**src/rtl/uart_rx_pkg.sv**
```systemverilog
// Shared definitions for the bus-sniffer serial receive stages: receiver FSM
// encoding and the default bit timing / word size.
package uart_rx_pkg;

  localparam int unsigned DEFAULT_CLKS_PER_BIT = 104;
  localparam int unsigned DEFAULT_DATA_BITS    = 8;

  typedef enum logic [2:0] {
    RX_IDLE,
    RX_START,
    RX_DATA,
    RX_STOP,
    RX_WAIT_IDLE
  } rx_state_e;

  // Delay from the start edge to the middle of the start bit.
  function automatic int unsigned half_bit_clks(input int unsigned clks_per_bit);
    return clks_per_bit / 2;
  endfunction

endpackage

```
**src/rtl/uart_rx_bit_timer.sv**
```systemverilog
// Loadable down-counter used to time serial bit periods; tick marks the
// cycle in which the loaded interval expires.
module uart_rx_bit_timer #(
  parameter int unsigned WIDTH = 7
) (
  input  logic             sys_clk,
  input  logic             sys_rst,
  input  logic             en,
  input  logic             load,
  input  logic [WIDTH-1:0] load_val,
  output logic             tick
);

  logic [WIDTH-1:0] cnt_d, cnt_q;

  // NOTE: every variable assigned in always_comb gets a default first, so no
  // path through the block can leave it unassigned and infer a latch.
  always_comb begin
    cnt_d = cnt_q;
    if (load) begin
      cnt_d = load_val;
    end else if (en && (cnt_q != '0)) begin
      cnt_d = cnt_q - 1'b1;
    end
  end

  // NOTE: sequential state is updated with non-blocking assignments so all
  // flops sample their inputs from the same pre-edge values.
  always_ff @(posedge sys_clk) begin
    if (sys_rst) begin
      cnt_q <= '0;
    end else begin
      cnt_q <= cnt_d;
    end
  end

  assign tick = en && (cnt_q == '0);

endmodule

```
**src/rtl/uart_rx.sv**
```systemverilog
// Asynchronous serial receiver: recovers start/data/stop frames from a
// synchronized line and hands words to a single-entry valid/ack holder.
module uart_rx
  import uart_rx_pkg::*;
#(
  parameter int unsigned CLKS_PER_BIT = DEFAULT_CLKS_PER_BIT,
  parameter int unsigned DATA_BITS    = DEFAULT_DATA_BITS
) (
  input  logic                 sys_clk,
  input  logic                 sys_rst,
  input  logic                 rx_line,
  output logic [DATA_BITS-1:0] data_out,
  output logic                 out_valid,
  input  logic                 out_ack,
  output logic                 frame_err,
  output logic                 overrun,
  output logic                 busy
);

  localparam int unsigned CNT_W = $clog2(CLKS_PER_BIT);
  localparam int unsigned IDX_W = $clog2(DATA_BITS + 1);

  // Timer reloads are one less than the interval because tick fires at zero.
  localparam logic [CNT_W-1:0] HALF_RELOAD = CNT_W'(half_bit_clks(CLKS_PER_BIT) - 1);
  localparam logic [CNT_W-1:0] BIT_RELOAD  = CNT_W'(CLKS_PER_BIT - 1);
  localparam logic [IDX_W-1:0] LAST_BIT    = IDX_W'(DATA_BITS - 1);

  rx_state_e state_d, state_q;

  logic                 rx_prev_d, rx_prev_q;
  logic [IDX_W-1:0]     bit_idx_d, bit_idx_q;
  logic [DATA_BITS-1:0] shift_d, shift_q;
  logic [DATA_BITS-1:0] data_d, data_q;
  logic                 valid_d, valid_q;
  logic                 frame_err_d, frame_err_q;
  logic                 overrun_d, overrun_q;

  logic             timer_en;
  logic             timer_load;
  logic [CNT_W-1:0] timer_load_val;
  logic             tick;
  logic             stop_ok;
  logic             stop_bad;

  assign timer_en = (state_q == RX_START) || (state_q == RX_DATA) || (state_q == RX_STOP);

  uart_rx_bit_timer #(
    .WIDTH (CNT_W)
  ) u_bit_timer (
    .sys_clk  (sys_clk),
    .sys_rst  (sys_rst),
    .en       (timer_en),
    .load     (timer_load),
    .load_val (timer_load_val),
    .tick     (tick)
  );

  assign rx_prev_d = rx_line;

  always_comb begin
    state_d        = state_q;
    bit_idx_d      = bit_idx_q;
    shift_d        = shift_q;
    timer_load     = 1'b0;
    timer_load_val = BIT_RELOAD;
    stop_ok        = 1'b0;
    stop_bad       = 1'b0;

    unique case (state_q)
      RX_IDLE: begin
        if (!rx_line && rx_prev_q) begin
          state_d        = RX_START;
          timer_load     = 1'b1;
          timer_load_val = HALF_RELOAD;
        end
      end

      RX_START: begin
        if (tick) begin
          // A line back high mid start bit is a glitch, dropped silently.
          if (!rx_line) begin
            state_d    = RX_DATA;
            timer_load = 1'b1;
            bit_idx_d  = '0;
          end else begin
            state_d = RX_IDLE;
          end
        end
      end

      RX_DATA: begin
        if (tick) begin
          shift_d    = {rx_line, shift_q[DATA_BITS-1:1]};
          timer_load = 1'b1;
          if (bit_idx_q == LAST_BIT) begin
            state_d   = RX_STOP;
            bit_idx_d = '0;
          end else begin
            bit_idx_d = bit_idx_q + 1'b1;
          end
        end
      end

      RX_STOP: begin
        if (tick) begin
          if (rx_line) begin
            stop_ok = 1'b1;
            state_d = RX_IDLE;
          end else begin
            stop_bad = 1'b1;
            state_d  = RX_WAIT_IDLE;
          end
        end
      end

      RX_WAIT_IDLE: begin
        // Holding here keeps a break condition from looking like new starts.
        if (rx_line) begin
          state_d = RX_IDLE;
        end
      end

      default: begin
        state_d = RX_IDLE;
      end
    endcase
  end

  always_comb begin
    data_d      = data_q;
    valid_d     = valid_q;
    frame_err_d = stop_bad;
    overrun_d   = 1'b0;

    if (stop_ok) begin
      // An ack in the delivery cycle frees the slot for the new word.
      if (!valid_q || out_ack) begin
        data_d  = shift_q;
        valid_d = 1'b1;
      end else begin
        overrun_d = 1'b1;
      end
    end else if (valid_q && out_ack) begin
      valid_d = 1'b0;
    end
  end

  always_ff @(posedge sys_clk) begin
    if (sys_rst) begin
      state_q     <= RX_IDLE;
      rx_prev_q   <= 1'b1;
      bit_idx_q   <= '0;
      data_q      <= '0;
      valid_q     <= 1'b0;
      frame_err_q <= 1'b0;
      overrun_q   <= 1'b0;
    end else begin
      state_q     <= state_d;
      rx_prev_q   <= rx_prev_d;
      bit_idx_q   <= bit_idx_d;
      data_q      <= data_d;
      valid_q     <= valid_d;
      frame_err_q <= frame_err_d;
      overrun_q   <= overrun_d;
    end
  end

  // NOTE: the shift register has no reset; every bit is rewritten by the
  // data phase before its contents can reach the holder.
  always_ff @(posedge sys_clk) begin
    shift_q <= shift_d;
  end

  assign data_out  = data_q;
  assign out_valid = valid_q;
  assign frame_err = frame_err_q;
  assign overrun   = overrun_q;
  assign busy      = (state_q != RX_IDLE);

endmodule

```
**config.mk**
```make
export PLATFORM = sky130hd
export DESIGN_NAME = uart_rx
export DESIGN_NICKNAME = d
export VERILOG_FILES = /design/src/rtl/uart_rx_pkg.sv /design/src/rtl/uart_rx_bit_timer.sv /design/src/rtl/uart_rx.sv
export SDC_FILE = /design/constraint.sdc
export NUM_CORES = 1
export LEC_CHECK = 0
export ABC_CLOCK_PERIOD_IN_PS = 2500
export CAP_MARGIN = 20
export CORE_MARGIN = 1.5
export CORE_UTILIZATION = 54
export DETAILED_ROUTE_END_ITERATION = 10
export PLACE_DENSITY = 0.78
export SLEW_MARGIN = 15
export SYNTH_ARGS = -nofsm -noshare
export SYNTH_HDL_FRONTEND = slang
export SYNTH_SLANG_ARGS = --single-unit
```
**constraint.sdc**
```tcl
create_clock -name sys_clk -period 2.5 [get_ports sys_clk]
set_input_delay 0.25 -clock sys_clk [delete_from_list [all_inputs] [get_ports sys_clk]]
set_output_delay 0.25 -clock sys_clk [all_outputs]
set_load 0.01 [all_outputs]
```
==> impl_metrics.tcl, run 1 <==
set metrics [dict create \
    drt_first_pass_iters 4 \
    cts_tree "built" \
    synth_edf_count 8 \
    dieArea_um2 3090 \
    grt_use_total_pct 19.4 \
    cp_max_fo 8 \
    hold_viol_final 0 \
    synthesis.area_um2 1500 \
    setup_violations 0 \
    fin_area_um2 1770 \
    cts_root_buffer "clkbuf_4" \
    clk_latency_ps 320 \
    synth_seq_area_share_pct 50.9 \
    clk_pin_slew_ps 100 \
    drc 0 \
    initial_core_util_pct 58.8 \
    grt_pass1_wl_um 4750 \
    synthTopCellsByArea "dfxtp_1 35%, edfxtp_1 16%, mux2i_1 6.7%, nor2_1 4.8%, a21oi_1 3.7%" \
    start_kind "flip-flop" \
    cts_buffer_depth 2 \
    cts_made_buffers 5 \
    yosys_warnings 0 \
    ios 16 \
    io_buffers 15 \
    relSlewSlack_pct 67.4 \
    ant_nets 0 \
    place_inst 190 \
    htreeDepth 2 \
    setup_tns_ps 0 \
    drv_cap 0 \
    worst_slew_pin_slew_ps 483 \
    path_class "reg2reg" \
    post-synth-top-area-cell "dfxtp_1" \
    clock.fmax_mhz 466 \
    period_share_pct 85.9 \
    status "finished clean" \
    cpPeakStageDelay_ps 540 \
    ys_seq_elements 34 \
    cp_data_required_time_ps 2760 \
    power.leakage_uw 0.000696 \
    p_per_area_nw_per_um2 803 \
    grt_setup_unrepaired "no" \
    num_rows 18 \
    hold_buffers 0 \
    wl_um 2800 \
    max-vdd-ir-drop_mv 0.536 \
    routedWlPerCell_um 14.2 \
    slew_viol_final 0 \
    crit_slowest_cell "or4_1" \
    final.setup_skew_ps 9.66 \
    finalPower_uw 1420 \
    nNetsFinal 174 \
    drive_gt1_share_pct 9.52 \
    critical_path.cell_chain "inv_1 -> ha_1 -> nor3b_4 -> nand2_2 -> a211o_1 -> or4_1 -> a21oi_1" \
    dpl.hpwl_um 1970 \
    post-cts-setup-buffers 0 \
    vias 1167 \
    area_delta_synth_final_pct 18.4 \
    gp_congestion 0.781 \
    chipHeight_um 55.6 \
    grt_pass1_vias 1068 \
    yosys.cell_types.count 43 \
    final_cell_count_no_fill 198 \
    worstPathArrival_ps 2400 \
    post-place-ws_ps 308 \
    viasPerCell 5.89 \
    grt_max_degree 15 \
    synthFlopType "dfxtp_1" \
    clock_sinks 34 \
    period_needed_ps 2150 \
    synth.top_cell.area_share_pct 34.8 \
    cp-end-kind "flip-flop" \
    drt-initial-drc-count 31 \
    globalRoute.totalOverflow 0 \
    synthArstFlopShare_pct 0 \
    post_dp_cell_area_um2 1690 \
    hp-class "reg2reg" \
    antenna_cells 0 \
    core_area_um2 2540 \
    post_cts_resize_count 0 \
    syn_inst 147 \
    final.setup.worst_slack_ps 353 \
    syn_nets 154 \
    avgSynthCellArea_um2 10.2 \
    antenna_found_initial 0 \
    fillers 188 \
    die_w_um 55.6 \
]
## layout make-up
type / count / area [um2] / share of cell area (%)
flip-flops and latches: 34 / 761 / 43.0
multi-input cells: 104 / 699 / 39.5
repair buffers: 18 / 173 / 9.75
clock buffers: 7 / 55.1 / 3.11
well taps: 30 / 37.5 / 2.12
clock inverters: 1 / 30.0 / 1.70
inverters: 4 / 15.0 / 0.848
## Yosys cell counts (all sizes together) (2+ instances only)
cell type and n:
a31oi 2, or4 2, o21a 3, a211o 2, mux2i 10, dfxtp 26
inv 4, a21oi 11, o221a 2, nor3b 3, edfxtp 8, or3 2
clkbuf 4, and4b 2, nor2 19, nor2b 2, nor3 4, nand3 2
ha 3, nand2b 5, o21ai 3, xnor2 2, nand2 7, and2 3
## worst max-delay path: cells and delay by family (launching register included)
family          cells  cell delay [ps]
compound gates      2              510
flops               1              340
fa+ha+maj           1              150
simple gates        3              970
buf+inv             1              110
## sequential cells by signal, summed over array words and instances (netlist names)
name and count:
data_out 8, shift_q 8, u_bit_timer.cnt_q 7, bit_idx_q 4
state_q 3, frame_err 1, out_valid 1, overrun 1
rx_prev_q 1
## placed cells by master, fill, tap and decap left out, types with 3 or more instances in the layout
cell / netlist / routed
inv_1: 4 / 4
buf_4: 0 / 3
clkbuf_4: 0 / 5
nor3_1: 3 / 3
and2_1: 3 / 3
edfxtp_1: 8 / 8
nand2b_1: 5 / 5
nand2_1: 6 / 6
nor2_1: 19 / 19
mux2i_1: 10 / 10
o21ai_0: 3 / 3
ha_1: 3 / 3
a21oi_1: 11 / 11
o21a_1: 3 / 3
clkdlybuf4s50_1: 0 / 15
dfxtp_1: 26 / 26
## routing by layer
metal / global-route usage, % / up-vias / wire length (um)
met1: 26.8 / 545 / 1320
met4: 6.27 / 0 / 28
li1: - / 578 / -
met5: 0 / - / 0
met2: 29.6 / 40 / 1270
met3: 5.35 / 4 / 186
## stage by stage
step                util [%]  hold WS (ps)
detailed placement      66.2           436
floorplan                  -           349
finish                  69.6           460
CTS                     69.6           460
global placement        66.2           433
global route            69.6           470
## where the power goes
group | internal, uW | switching [uW] | total [uW]
registers | 603 | 61.4 | 664
clock network | 239 | 177 | 416
logic | 163 | 180 | 343
total | 1000 | 418 | 1420
## cell families (layout without fill, tap and decap cells)
| kind of cell | count (synthesis) | after routing | share of synthesized area (%) |
|---|---|---|---|
| mux | 10 | 10 | 6.69 |
| simple gates | 59 | 59 | 23.1 |
| flops | 34 | 34 | 50.9 |
| xor+xnor | 3 | 3 | 1.76 |
| buf+inv | 9 | 30 | 2.34 |
| compound gates | 29 | 29 | 12.7 |
| fa+ha+maj | 3 | 3 | 2.51 |
## final timing paths
kind | from | endpoint | slack (ps) | depth (start not counted)
setup / recovery | u_bit_timer.cnt_q[0]$_SDFFE_PP0P_ | bit_idx_q[3]$_SDFFE_PP0P_ | 350 | 7
hold / removal | shift_q[1]$_DFFE_PP_ | shift_q[0]$_DFFE_PP_ | 460 | 0
setup reg to reg | u_bit_timer.cnt_q[0]$_SDFFE_PP0P_ | bit_idx_q[3]$_SDFFE_PP0P_ | 350 | 7
hold reg to reg | shift_q[1]$_DFFE_PP_ | shift_q[0]$_DFFE_PP_ | 460 | 0
(Power assumes the default switching activity.)
==> run 2: changes to the inputs <==
--- a/config.mk
+++ b/config.mk
@@ -6,7 +6,7 @@
 export NUM_CORES = 1
 export LEC_CHECK = 0
 export ABC_CLOCK_PERIOD_IN_PS = 2500
-export CAP_MARGIN = 20
+export CAP_MARGIN = 25
 export CORE_MARGIN = 1.5
 export CORE_UTILIZATION = 54
 export DETAILED_ROUTE_END_ITERATION = 10
==> results of run 2 <==
No change in the layout: final DEF, timing and power equal those of run 1.
==> run 3: changes to the inputs <==
--- a/config.mk
+++ b/config.mk
@@ -5,12 +5,13 @@
 export SDC_FILE = /design/constraint.sdc
 export NUM_CORES = 1
 export LEC_CHECK = 0
+export ABC_AREA = 1
 export ABC_CLOCK_PERIOD_IN_PS = 2500
 export CAP_MARGIN = 25
 export CORE_MARGIN = 1.5
-export CORE_UTILIZATION = 54
+export CORE_UTILIZATION = 55
 export DETAILED_ROUTE_END_ITERATION = 10
-export PLACE_DENSITY = 0.78
+export PLACE_DENSITY = 0.79
 export SLEW_MARGIN = 15
 export SYNTH_ARGS = -nofsm -noshare
 export SYNTH_HDL_FRONTEND = slang
==> run 3 against run 2 <==
Compared with the run above: sequential cell count is the same; worst hold slack gained 4.2 ps; global-route usage grew 1.4 points; cell count grew 19%; synthesized cell count grew 24%; utilization shrank 4.3 points; sequential share of layout area grew 0.061 points; critical path type unchanged; largest power group is now combinational cells.
==> impl_metrics.tcl, run 3 <==
set metrics [dict create \
    status "finished clean" \
    num_rows 19 \
    nNetsFinal 210 \
    grt_max_degree 18 \
    post-cts-setup-buffers 0 \
    chipHeight_um 56.0 \
    setup_violations 0 \
    setup_tns_ps 0 \
    cp-end-kind "flip-flop" \
    crit_slowest_cell "nor2_1" \
    netlist_top_cells_count "35 x nor2_1, 31 x nand2_1, 26 x dfxtp_1" \
    syn_nets 190 \
    power.leakage_uw 0.000737 \
    synthArstFlopShare_pct 0 \
    hold_depth 0 \
    hold_viol_final 0 \
    max-vdd-ir-drop_mv 0.965 \
    cp_max_fo 9 \
    ios 16 \
    synth_edf_count 8 \
    critical_path.cell_chain "inv_1 -> ha_1 -> inv_1 -> nor2_1 -> nand3_4 -> nor2_1 -> nand2_1 -> a21oi_1" \
    cts_buffer_depth 2 \
    r2r-start "u_bit_timer.cnt_q[0]$_SDFFE_PP0P_" \
    period_needed_ps 1850 \
    hold_buffers 0 \
    synth_seq_area_share_pct 49.2 \
    grt_pass1_vias 1165 \
    cts_root_buffer "clkbuf_4" \
    core_area_um2 2710 \
    dieArea_um2 3140 \
    ant_nets 0 \
    initial_core_util_pct 57.1 \
    grt_setup_unrepaired "no" \
    clock_sinks 34 \
    period_share_pct 73.9 \
    viasPerCell 5.40 \
    avgSynthCellArea_um2 8.46 \
    p_per_area_nw_per_um2 1130 \
    worst_slew_pin_slew_ps 659 \
    gp_congestion 0.866 \
    post_cts_resize_count 0 \
    die_w_um 56.0 \
    clk_latency_ps 330 \
    r2r_end "bit_idx_q[1]$_SDFFE_PP0P_" \
    antenna_found_initial 0 \
    yosys.cell_types.count 30 \
    grt_use_total_pct 20.8 \
    htreeDepth 2 \
    layout_commonest_cell "nor2_1" \
    relSlewSlack_pct 55.9 \
    fin_area_um2 1770 \
    post_dp_cell_area_um2 1720 \
    globalRoute.totalOverflow 0 \
    drc 0 \
    worst_hold_slack_ps 464 \
    clk_pin_slew_ps 100 \
    critical-path-top-delay-family "simple AND/OR/NAND/NOR gates" \
    cp_data_required_time_ps 2760 \
    drive_gt1_share_pct 10.8 \
    post-synth-top-area-cell "dfxtp_1" \
    dpl.hpwl_um 2190 \
    drt_first_pass_iters 4 \
    grt_pass1_wl_um 4970 \
    ff2ff_setup_slack_ps 650 \
    worstPathArrival_ps 2110 \
    synthFlopType "dfxtp_1" \
    fillers 233 \
    hp-start "shift_q[7]$_DFFE_PP_" \
    synth.top_cell.area_share_pct 33.6 \
    area_delta_synth_final_pct 14.2 \
    vias 1268 \
    ys_seq_elements 34 \
    cpPeakStageDelay_ps 530 \
    final_core_util_pct 65.2 \
    synthTopCellsByArea "dfxtp_1 34%, edfxtp_1 16%, nor2_1 8.5%, nand2_1 7.5%, inv_1 4.1%" \
    antenna_cells 0 \
    mostFrequentLayoutCells "35 x nor2_1, 31 x nand2_1, 26 x dfxtp_1" \
    hp-class "reg2reg" \
    drt-initial-drc-count 48 \
    io_buffers 15 \
    syn_inst 183 \
    yosysMostFrequentCell "nor2_1" \
    routedWlPerCell_um 12.4 \
    final_cell_count_no_fill 235 \
    crit_buf_inv 2 \
    clock.fmax_mhz 541 \
    path_class "reg2reg" \
    holdPathEnd "shift_q[6]$_DFFE_PP_" \
    start_kind "flip-flop" \
    yosys_warnings 0 \
    cts_made_buffers 5 \
    cts_tree "built" \
    drv_cap 0 \
    place_inst 227 \
    ff2ff_path_depth 8 \
    wl_um 2910 \
    final.setup_skew_ps 4.35 \
    slew_viol_final 0 \
    synthesis.area_um2 1550 \
]
-- run 3: changes by cell type in the layout (fill, tap and decap cells not counted), moves of 4 or more --
cell      previous run  this run
mux2i_1             10         0
nand2_1              6        31
o21ai_0              3        10
nand3_1              2         7
o21ai_1              0         4
inv_1                4        17
a21oi_1             11         6
nor2_1              19        35
nand2b_1             5         0
-- run 3: worst register-to-register path: cells and delay by family, from the launching register on --
kind	cells	cell delay, ps
buf+inv	2	160
compound gates	1	180
simple gates	4	930
fa+ha+maj	1	190
flops	1	330
-- run 3: per-layer routing --
layer	global-route usage (%)	up-vias	wire length, um
li1	-	639	-
met1	22.2	589	1220
met2	36.0	29	1490
met3	7.21	11	116
met4	10.5	0	80
met5	0	-	0
-- run 3: worst max path at each step --
| stage | startpoint | end | slack [ps] | cells after the start |
|---|---|---|---|---|
| finish | u_bit_timer.cnt_q[0]$_SDFFE_PP0P_ | bit_idx_q[1]$_SDFFE_PP0P_ | 650 | 8 |
| global placement | rx_line | u_bit_timer.cnt_q[5]$_SDFFE_PP0P_ | 710 | 10 |
| global route | u_bit_timer.cnt_q[0]$_SDFFE_PP0P_ | bit_idx_q[1]$_SDFFE_PP0P_ | 420 | 8 |
| CTS | u_bit_timer.cnt_q[0]$_SDFFE_PP0P_ | bit_idx_q[1]$_SDFFE_PP0P_ | 630 | 8 |
| floorplan | u_bit_timer.cnt_q[0]$_SDFFE_PP0P_ | shift_q[0]$_DFFE_PP_ | 860 | 6 |
| detailed placement | u_bit_timer.cnt_q[0]$_SDFFE_PP0P_ | bit_idx_q[1]$_SDFFE_PP0P_ | 620 | 8 |
-- run 3: cells by family after synthesis --
group | count (synthesis) | synth area share (%)
AO/OA/AOI/OAI | 25 | 8.97
buffers and inverters | 21 | 5.98
flip-flops | 34 | 49.2
XOR/XNOR | 5 | 2.83
adder cells (fa/ha/maj) | 3 | 2.43
AND/OR/NAND/NOR | 95 | 30.6
-- run 3: report_power, final --
part	internal (uW)	switching, uW
Sequential	665	94.7
Combinational	359	600
Clock	106	177
-- run 3: stage by stage --
stage | power [uW] | setup WS (ps)
finish | 2000 | 653
CTS | 2010 | 628
detailed placement | 1720 | 615
floorplan | 1520 | 858
global placement | 1690 | 707
global route | 2170 | 418
-- run 3: final cells by class --
| type | instances | area, um2 | share of cell area (%) |
|---|---|---|---|
| Clock inverter | 2 | 8.76 | 0.495 |
| Sequential cell | 34 | 761 | 43.0 |
| Inverter | 19 | 73.8 | 4.18 |
| Timing Repair Buffer | 15 | 150 | 8.49 |
| Multi-Input combinational cell | 128 | 694 | 39.3 |
| Tap cell | 31 | 38.8 | 2.19 |
| Clock buffer | 6 | 41.3 | 2.34 |
